--- src/rtl/mem_load_ctrl_if.sv ---
// Byte-stream input and parameter-memory write bus of mem_load_ctrl.
// slave = controller side, master = byte source / memory side.
interface mem_load_ctrl_if #(
  parameter int ADDR_W = 8
);
  logic [7:0]        byte_in;
  logic              byte_valid;
  logic              byte_ready;
  logic [ADDR_W-1:0] mem_addr;
  logic [7:0]        mem_data;
  logic              mem_we;

  modport master (
    output byte_in, byte_valid,
    input  byte_ready, mem_addr, mem_data, mem_we
  );

  modport slave (
    input  byte_in, byte_valid,
    output byte_ready, mem_addr, mem_data, mem_we
  );
endinterface

--- src/rtl/mem_load_ctrl.sv ---
// Parameter-memory load controller: streams DEPTH bytes into memory.
// Define MEM_LOAD_CHECKSUM_EN to add a trailing checksum byte and checksum_ok.
module mem_load_ctrl #(
  parameter int DEPTH  = 162,
  parameter int ADDR_W = 8
) (
  input  logic            clk,
  input  logic            reset,
  input  logic            start,
  input  logic            abort,
  mem_load_ctrl_if.slave  bus,
  output logic            busy,
  output logic            done,
  output logic [ADDR_W:0] count
`ifdef MEM_LOAD_CHECKSUM_EN
  ,
  output logic            checksum_ok
`endif
);

`ifdef MEM_LOAD_CHECKSUM_EN
  typedef enum logic [1:0] {
    IDLE, LOAD, CHECK, DONE
  } state_t;
`else
  typedef enum logic [1:0] {
    IDLE, LOAD, DONE
  } state_t;
`endif

  localparam logic [ADDR_W-1:0] LAST =
    ADDR_W'(DEPTH - 1);

  state_t            state_q, state_d;
  logic [ADDR_W-1:0] addr_q, addr_d;
  logic [ADDR_W:0]   count_q, count_d;
  logic [ADDR_W-1:0] maddr_q, maddr_d;
  logic [7:0]        mdata_q, mdata_d;
  logic              we_q, we_d;
  logic              done_q, done_d;
  logic              busy_q, busy_d;
  logic              xfer;
`ifdef MEM_LOAD_CHECKSUM_EN
  logic [7:0]        sum_q, sum_d;
  logic              chk_q, chk_d;
`endif

  // byte_ready is the registered busy flag
  assign xfer = busy_q & bus.byte_valid;

  always_comb begin
    state_d = state_q;
    addr_d  = addr_q;
    count_d = count_q;
    maddr_d = maddr_q;
    mdata_d = mdata_q;
    we_d    = 1'b0;
    done_d  = done_q;
`ifdef MEM_LOAD_CHECKSUM_EN
    sum_d   = sum_q;
    chk_d   = chk_q;
`endif
    if (busy_q && abort) begin
      state_d = IDLE;
      done_d  = 1'b0;
    end else if (start) begin
      state_d = LOAD;
      addr_d  = '0;
      count_d = '0;
      done_d  = 1'b0;
`ifdef MEM_LOAD_CHECKSUM_EN
      sum_d   = '0;
      chk_d   = 1'b0;
`endif
    end else if (xfer && state_q == LOAD) begin
      we_d    = 1'b1;
      maddr_d = addr_q;
      mdata_d = bus.byte_in;
      addr_d  = addr_q + ADDR_W'(1);
      count_d = count_q + (ADDR_W+1)'(1);
`ifdef MEM_LOAD_CHECKSUM_EN
      sum_d   = sum_q + bus.byte_in;
      if (addr_q == LAST) begin
        state_d = CHECK;
      end
`else
      if (addr_q == LAST) begin
        state_d = DONE;
        done_d  = 1'b1;
      end
`endif
`ifdef MEM_LOAD_CHECKSUM_EN
    end else if (xfer && state_q == CHECK) begin
      chk_d   = (bus.byte_in == sum_q);
      state_d = DONE;
      done_d  = 1'b1;
`endif
    end
`ifdef MEM_LOAD_CHECKSUM_EN
    busy_d = (state_d == LOAD) ||
             (state_d == CHECK);
`else
    busy_d = (state_d == LOAD);
`endif
  end

  always_ff @(posedge clk or posedge reset) begin
    if (reset) begin
      state_q <= IDLE;
      addr_q  <= '0;
      count_q <= '0;
      maddr_q <= '0;
      mdata_q <= '0;
      we_q    <= 1'b0;
      done_q  <= 1'b0;
      busy_q  <= 1'b0;
`ifdef MEM_LOAD_CHECKSUM_EN
      sum_q   <= '0;
      chk_q   <= 1'b0;
`endif
    end else begin
      state_q <= state_d;
      addr_q  <= addr_d;
      count_q <= count_d;
      maddr_q <= maddr_d;
      mdata_q <= mdata_d;
      we_q    <= we_d;
      done_q  <= done_d;
      busy_q  <= busy_d;
`ifdef MEM_LOAD_CHECKSUM_EN
      sum_q   <= sum_d;
      chk_q   <= chk_d;
`endif
    end
  end

  assign bus.byte_ready = busy_q;
  assign bus.mem_addr   = maddr_q;
  assign bus.mem_data   = mdata_q;
  assign bus.mem_we     = we_q;
  assign busy           = busy_q;
  assign done           = done_q;
  assign count          = count_q;
`ifdef MEM_LOAD_CHECKSUM_EN
  assign checksum_ok    = chk_q;
`endif

endmodule

--- src/flat_wrapper.sv ---
// flat-port wrapper written by rule: the top's interface ports become plain ports
module mem_load_ctrl_flat 
#(
  parameter int DEPTH  = 162,
  parameter int ADDR_W = 8
)
  (clk, reset, start, abort, busy, done, count, bus_byte_in, bus_byte_valid, bus_byte_ready, bus_mem_addr, bus_mem_data, bus_mem_we);
  mem_load_ctrl_if #(.ADDR_W(ADDR_W)) bus_i ();
  input  logic clk;
  input  logic reset;
  input  logic start;
  input  logic abort;
  output logic busy;
  output logic done;
  output logic [ADDR_W:0] count;
  input wire logic [$bits(bus_i.byte_in)-1:0] bus_byte_in;
  input wire logic [$bits(bus_i.byte_valid)-1:0] bus_byte_valid;
  output wire logic [$bits(bus_i.byte_ready)-1:0] bus_byte_ready;
  output wire logic [$bits(bus_i.mem_addr)-1:0] bus_mem_addr;
  output wire logic [$bits(bus_i.mem_data)-1:0] bus_mem_data;
  output wire logic [$bits(bus_i.mem_we)-1:0] bus_mem_we;
  assign bus_i.byte_in = bus_byte_in;
  assign bus_i.byte_valid = bus_byte_valid;
  assign bus_byte_ready = bus_i.byte_ready;
  assign bus_mem_addr = bus_i.mem_addr;
  assign bus_mem_data = bus_i.mem_data;
  assign bus_mem_we = bus_i.mem_we;
  mem_load_ctrl #(.DEPTH(DEPTH), .ADDR_W(ADDR_W)) u_core (.clk(clk), .reset(reset), .start(start), .abort(abort), .bus(bus_i), .busy(busy), .done(done), .count(count));
endmodule
--- config.mk ---
export PLATFORM = sky130hd
export DESIGN_NAME = mem_load_ctrl_flat
export DESIGN_NICKNAME = d
export VERILOG_FILES = /design/src/rtl/mem_load_ctrl_if.sv /design/src/rtl/mem_load_ctrl.sv /design/src/flat_wrapper.sv
export SDC_FILE = /design/constraint.sdc
export NUM_CORES = 1
export LEC_CHECK = 0
export ABC_AREA = 1
export CAP_MARGIN = 20
export CORE_UTILIZATION = 44
export DETAILED_ROUTE_END_ITERATION = 6
export HOLD_SLACK_MARGIN = 0.03
export PLACE_DENSITY = 0.75
export SLEW_MARGIN = 20
export SYNTH_ARGS = -nofsm -noshare
export SYNTH_HDL_FRONTEND = slang
export SYNTH_SLANG_ARGS = --single-unit
--- constraint.sdc ---
create_clock -name clk -period 1.4 [get_ports clk]
set_clock_uncertainty 0.1 [all_clocks]
set_input_delay 0.14 -clock clk [delete_from_list [all_inputs] [get_ports clk]]
set_output_delay 0.14 -clock clk [all_outputs]
set_load 0.01 [all_outputs]
---- After elaboration in Yosys (flattened, before gate mapping) ----
Cells that the tools add are included.
word-level totals
  register bits ........................... 38
  word-level logic and storage cells ...... 39
  input port bits ......................... 13
  output and inout port bits .............. 29
operators by class
  muxes and demuxes ....................... 15
  reduce and logical (&&, ||, !) cells .... 8
  equality and inequality tests ........... 3
  add/subtract/negate cells ............... 2
  bitwise logic cells ..................... 3
operators by type and width
  kind                                                                    count
  9-bit two-way mux                                                       2
  8-bit two-way mux                                                       2
  9-bit by 1-bit adder with 9-bit output (second input constant)          1
  8-bit by 1-bit adder with 8-bit output (second input constant)          1
  8-bit equality test (second input constant)                             1
  2-bit two-way mux                                                       4
  1-bit two-way mux                                                       7
  3-bit nonzero test                                                      2
  2-bit by 1-bit equality test with 1-bit output (second input constant)  2
  2-bit AND reduction                                                     2
  3-bit AND reduction                                                     1
  1-bit logical AND                                                       2
  1-bit inverter                                                          2
  2-bit nonzero test                                                      1
  1-bit AND                                                               1

---- Depth between registers and ports, before layout ----
  word-level depth ........................ 6
  gate-level depth with buffers ........... 9
  gate-level depth less buffers ........... 9

---- Worst setup path before layout ----
No wires, ideal clock.
  path kind ............................... reg2reg
  start point ............................. reg u_core.count_q[0] (netlist: u_core.count[0])
  end point ............................... reg u_core.count_q[8] (netlist: u_core.count[8])
  library setup time ...................... 0.117 ns
  required time ........................... 1.183 ns
  path buffers ............................ 0
  arrival ................................. 1.158 ns
  setup slack ............................. 0.025 ns
  clock period less this slack ............ 1.375 ns
  stages on the path, launching flop included .. 7
  cells stage by stage .................... dfrtp_1 -> ha_1 -> nand3_1 -> nor2_1 -> nand4_1 -> nand3_1 -> nand2_1
on the way
  word-level cells in the longest chain between the ends .. 3
RTL lines
  element                                 line                  source
  start, declared                         mem_load_ctrl.sv:36   logic [ADDR_W:0] count_q, count_d;
  start signal, assigned                  mem_load_ctrl.sv:124  count_q <= count_d;
  9-bit by 1-bit adder with 9-bit output  mem_load_ctrl.sv:80   count_d = count_q + (ADDR_W+1)'(1);
  9-bit two-way mux                       mem_load_ctrl.sv:75   end else if (xfer && state_q == LOAD) begin
  9-bit two-way mux                       mem_load_ctrl.sv:66   end else if (start) begin
No other way between the ends. The select of a mux whose other input is x is not followed.
A chain may end at the register's enable or synchronous reset.

---- Worst setup path after layout ----
  start point ............................. reg u_core.state_q[1]
  end point ............................... reg u_core.count_q[3] (netlist: u_core.count[3])
on the way
  word-level cells in the longest chain between the ends .. 4
RTL lines
  element                                         line                  source
  start, declared                                 mem_load_ctrl.sv:34   state_t state_q, state_d;
  start signal, assigned                          mem_load_ctrl.sv:122  state_q <= state_d;
  2-bit by 1-bit equality test with 1-bit output  mem_load_ctrl.sv:75
  1-bit logical AND                               mem_load_ctrl.sv:75
  2-bit nonzero test (no source line)             n/a
  2-bit AND reduction (no source line)            n/a
No other way between the ends.

==> qor.csv <==
metric;value;unit
regArea;952;um2
synth-edff-count;0;
rsz0062_at_grt;yes;
drive_gt1_share;17.7;%
fin_crit;1.34;ns
drtIter0Drc;42;
synthesis.nets;217;
coreArea;3740;um2
dp_slack;-0.175;ns
required;1.51;ns
report.power.total;0.00253;W
numCtsBuffers;5;
grt_pass1_vias;1426;
num_rows;22;
cts_buffer_depth;2;
fin_nets;281;
dieArea;4280;um2
vias;1538;
drv_slew;0;
outcome;complete, no violations;
synth_top_cells_by_area;dfrtp_1 (54%), nand2_1 (14%), inv_1 (4.2%), nand3_1 (4.2%), buf_6 (2.5%);
detail-route-antenna-nets;0;
path_class;reg -> reg;
die_h;65.4;um
hold_viol;0;
overflow;0;
end_kind;flip-flop;
ir_drop;0.723;mV
synth_flop_cell;dfrtp_1;
synth_area;1770;um2
ios;42;
ys_seq_elements;38;
post-synth-top-count-cell;nand2_1;
syn_inst;201;
ys_seq_area_share;53.8;%
tritoncts;done;
port_buffers;41;
place_hpwl;2520;um
drc;0;
syn2layout_area_growth;39.1;%
utilization;65.7;%
timing.fmax;748;MHz
dr.pass1.iters;4;
postCtsHoldBufs;0;
p_per_area;1030;nW/um2
avgSynthCellArea;8.80;um2
period_share;95.5;%
worstHoldPathType;in -> async;
p_leak;1.25;nW
start_util;47.2;%
wire_per_inst;11.4;um
grt_pass1_wl;6160;um
timing.final.ws_setup;0.0636;ns
routed_wl;3570;um
antenna_cells;0;
final_cells;313;
cts_root_buf;clkbuf_8;
relSlewSlack;83.0;%
cts.sinks;38;
ys_types;23;
yosysWarnings;0;
place_area;2350;um2
clk_latency;0.29;ns
synth_common_cells;nand2_1 (68), dfrtp_1 (38), inv_1 (20), nand3_1 (15);
cp_max_fo;14;
cp.arrival;1.44;ns
clk_pin_slew;0.07;ns
multi_input_area;703;um2
tightest_slew;0.253;ns
routabilityCongestion;0.793;
max-cap-violations;0;
setup-violations-final;0;
design_area;2460;um2
synth_largest_area_cell;dfrtp_1;
antenna_found_initial;0;
htree_levels;2;
fillers;315;
grt_max_degree;39;
die_w;65.4;um
viasPerCell;4.91;
synth_top_cell_area_share;53.8;%
dp_cells;302;
grt_use_total;19.3;%
start_kind;flip-flop;
ys_async_sr_fraction;100;%
-- stage by stage --
stage,hold WS (ns),TNS (ns)
6_report,0.102,0
5_1_grt,0.132,-0.0948
4_1_cts,0.109,0
3_5_place_dp,0.360,-4.43
3_3_place_gp,0.354,-2.71
2_1_floorplan,0.157,0
-- path summary, 6_finish.rpt --
path | from | slack [ns] | end | cells after the start
max in group asynchronous | reset | 0.91 | u_core.bus.byte_ready$_DFF_PP0_ | 3
min | reset | 0.10 | u_core.bus.mem_data[0]$_DFFE_PP0P_ | 3
min in group clk | bus_byte_in[0] | 0.28 | u_core.bus.mem_data[0]$_DFFE_PP0P_ | 3
min reg2reg | u_core.bus.mem_data[0]$_DFFE_PP0P_ | 0.37 | u_core.bus.mem_data[0]$_DFFE_PP0P_ | 2
max reg2reg | u_core.state_q[1]$_DFF_PP0_ | 0.06 | u_core.count[3]$_DFFE_PP0P_ | 6
max | u_core.state_q[1]$_DFF_PP0_ | 0.06 | u_core.count[3]$_DFFE_PP0P_ | 6
-- report_power, final --
part           leakage, nW  switching [W]  total (W)  internal, W
Combinational        0.706       0.000276   0.000544     0.000268
Sequential           0.510      0.0000723    0.00130      0.00122
Clock               0.0383       0.000350   0.000693     0.000342
-- critical path: stages (launching register included) --
cell and delay [ns]:
dfrtp_1 0.37, inv_2 0.07, nand4_1 0.14, nor2_4 0.22
buf_12 0.16, nand2_1 0.05, o22ai_1 0.15
-- per-layer routing --
layer  share of wire [%]  GRT usage (%)  vias up
li1                    -              -      778
met1                  44           23.9      720
met2                  50           31.3       34
met3                 5.1           6.42        6
met4                 1.1           6.52        0
met5                   0              0        -
-- logic make-up (layout without fill, tap and decap cells) --
kind of cell               Yosys count  count (layout)  share of synthesized area [%]
and+or+nand+nor                    102             102                           25.5
DFF                                 38              38                           53.8
AOI/OAI and AO/OA                   29              29                           9.70
buffers and inverters               27              91                           7.85
adders and majority gates            3               3                           2.12
xor gates and xnor gates             2               2                          0.991
-- layout make-up --
type                            instances  share of cell area, %
Multi-Input combinational cell        136                   28.6
Sequential cell                        38                   38.7
Clock buffer                            7                   3.10
Tap cell                               48                   2.44
Timing Repair Buffer                   63                   23.9
Inverter                               21                   3.21
-- cell usage in the layout, fill, tap and decap left out, types with 4 or more instances in the layout --
master	instances
nand3_1	14
nand2_2	6
a21oi_1	6
nor2_1	4
clkdlybuf4s50_1	12
buf_4	16
o21ai_0	6
nand4_1	5
o21ai_1	10
inv_1	18
nand2_1	65
clkbuf_8	5
dlygate4sd2_1	29
dfrtp_1	37
-- flip-flops by register name, indices dropped and copies added (netlist names) --
| signal | count |
|---|---|
| u_core.bus.mem_we | 1 |
| u_core.addr_q | 8 |
| u_core.bus.byte_ready | 1 |
| u_core.state_q | 2 |
| u_core.done | 1 |
| u_core.bus.mem_addr | 8 |
| u_core.count | 9 |
| u_core.bus.mem_data | 8 |
-- what timing repair did --
| item | in CTS | in global routing |
|---|---|---|
| pin swaps | 0 | 5 |
| setup endpoints to repair | 30 | 16 |
| resized for setup | 31 | 14 |
| buffers inserted | 4 | 0 |
Note: power is estimated with default switching activity, not from simulation.
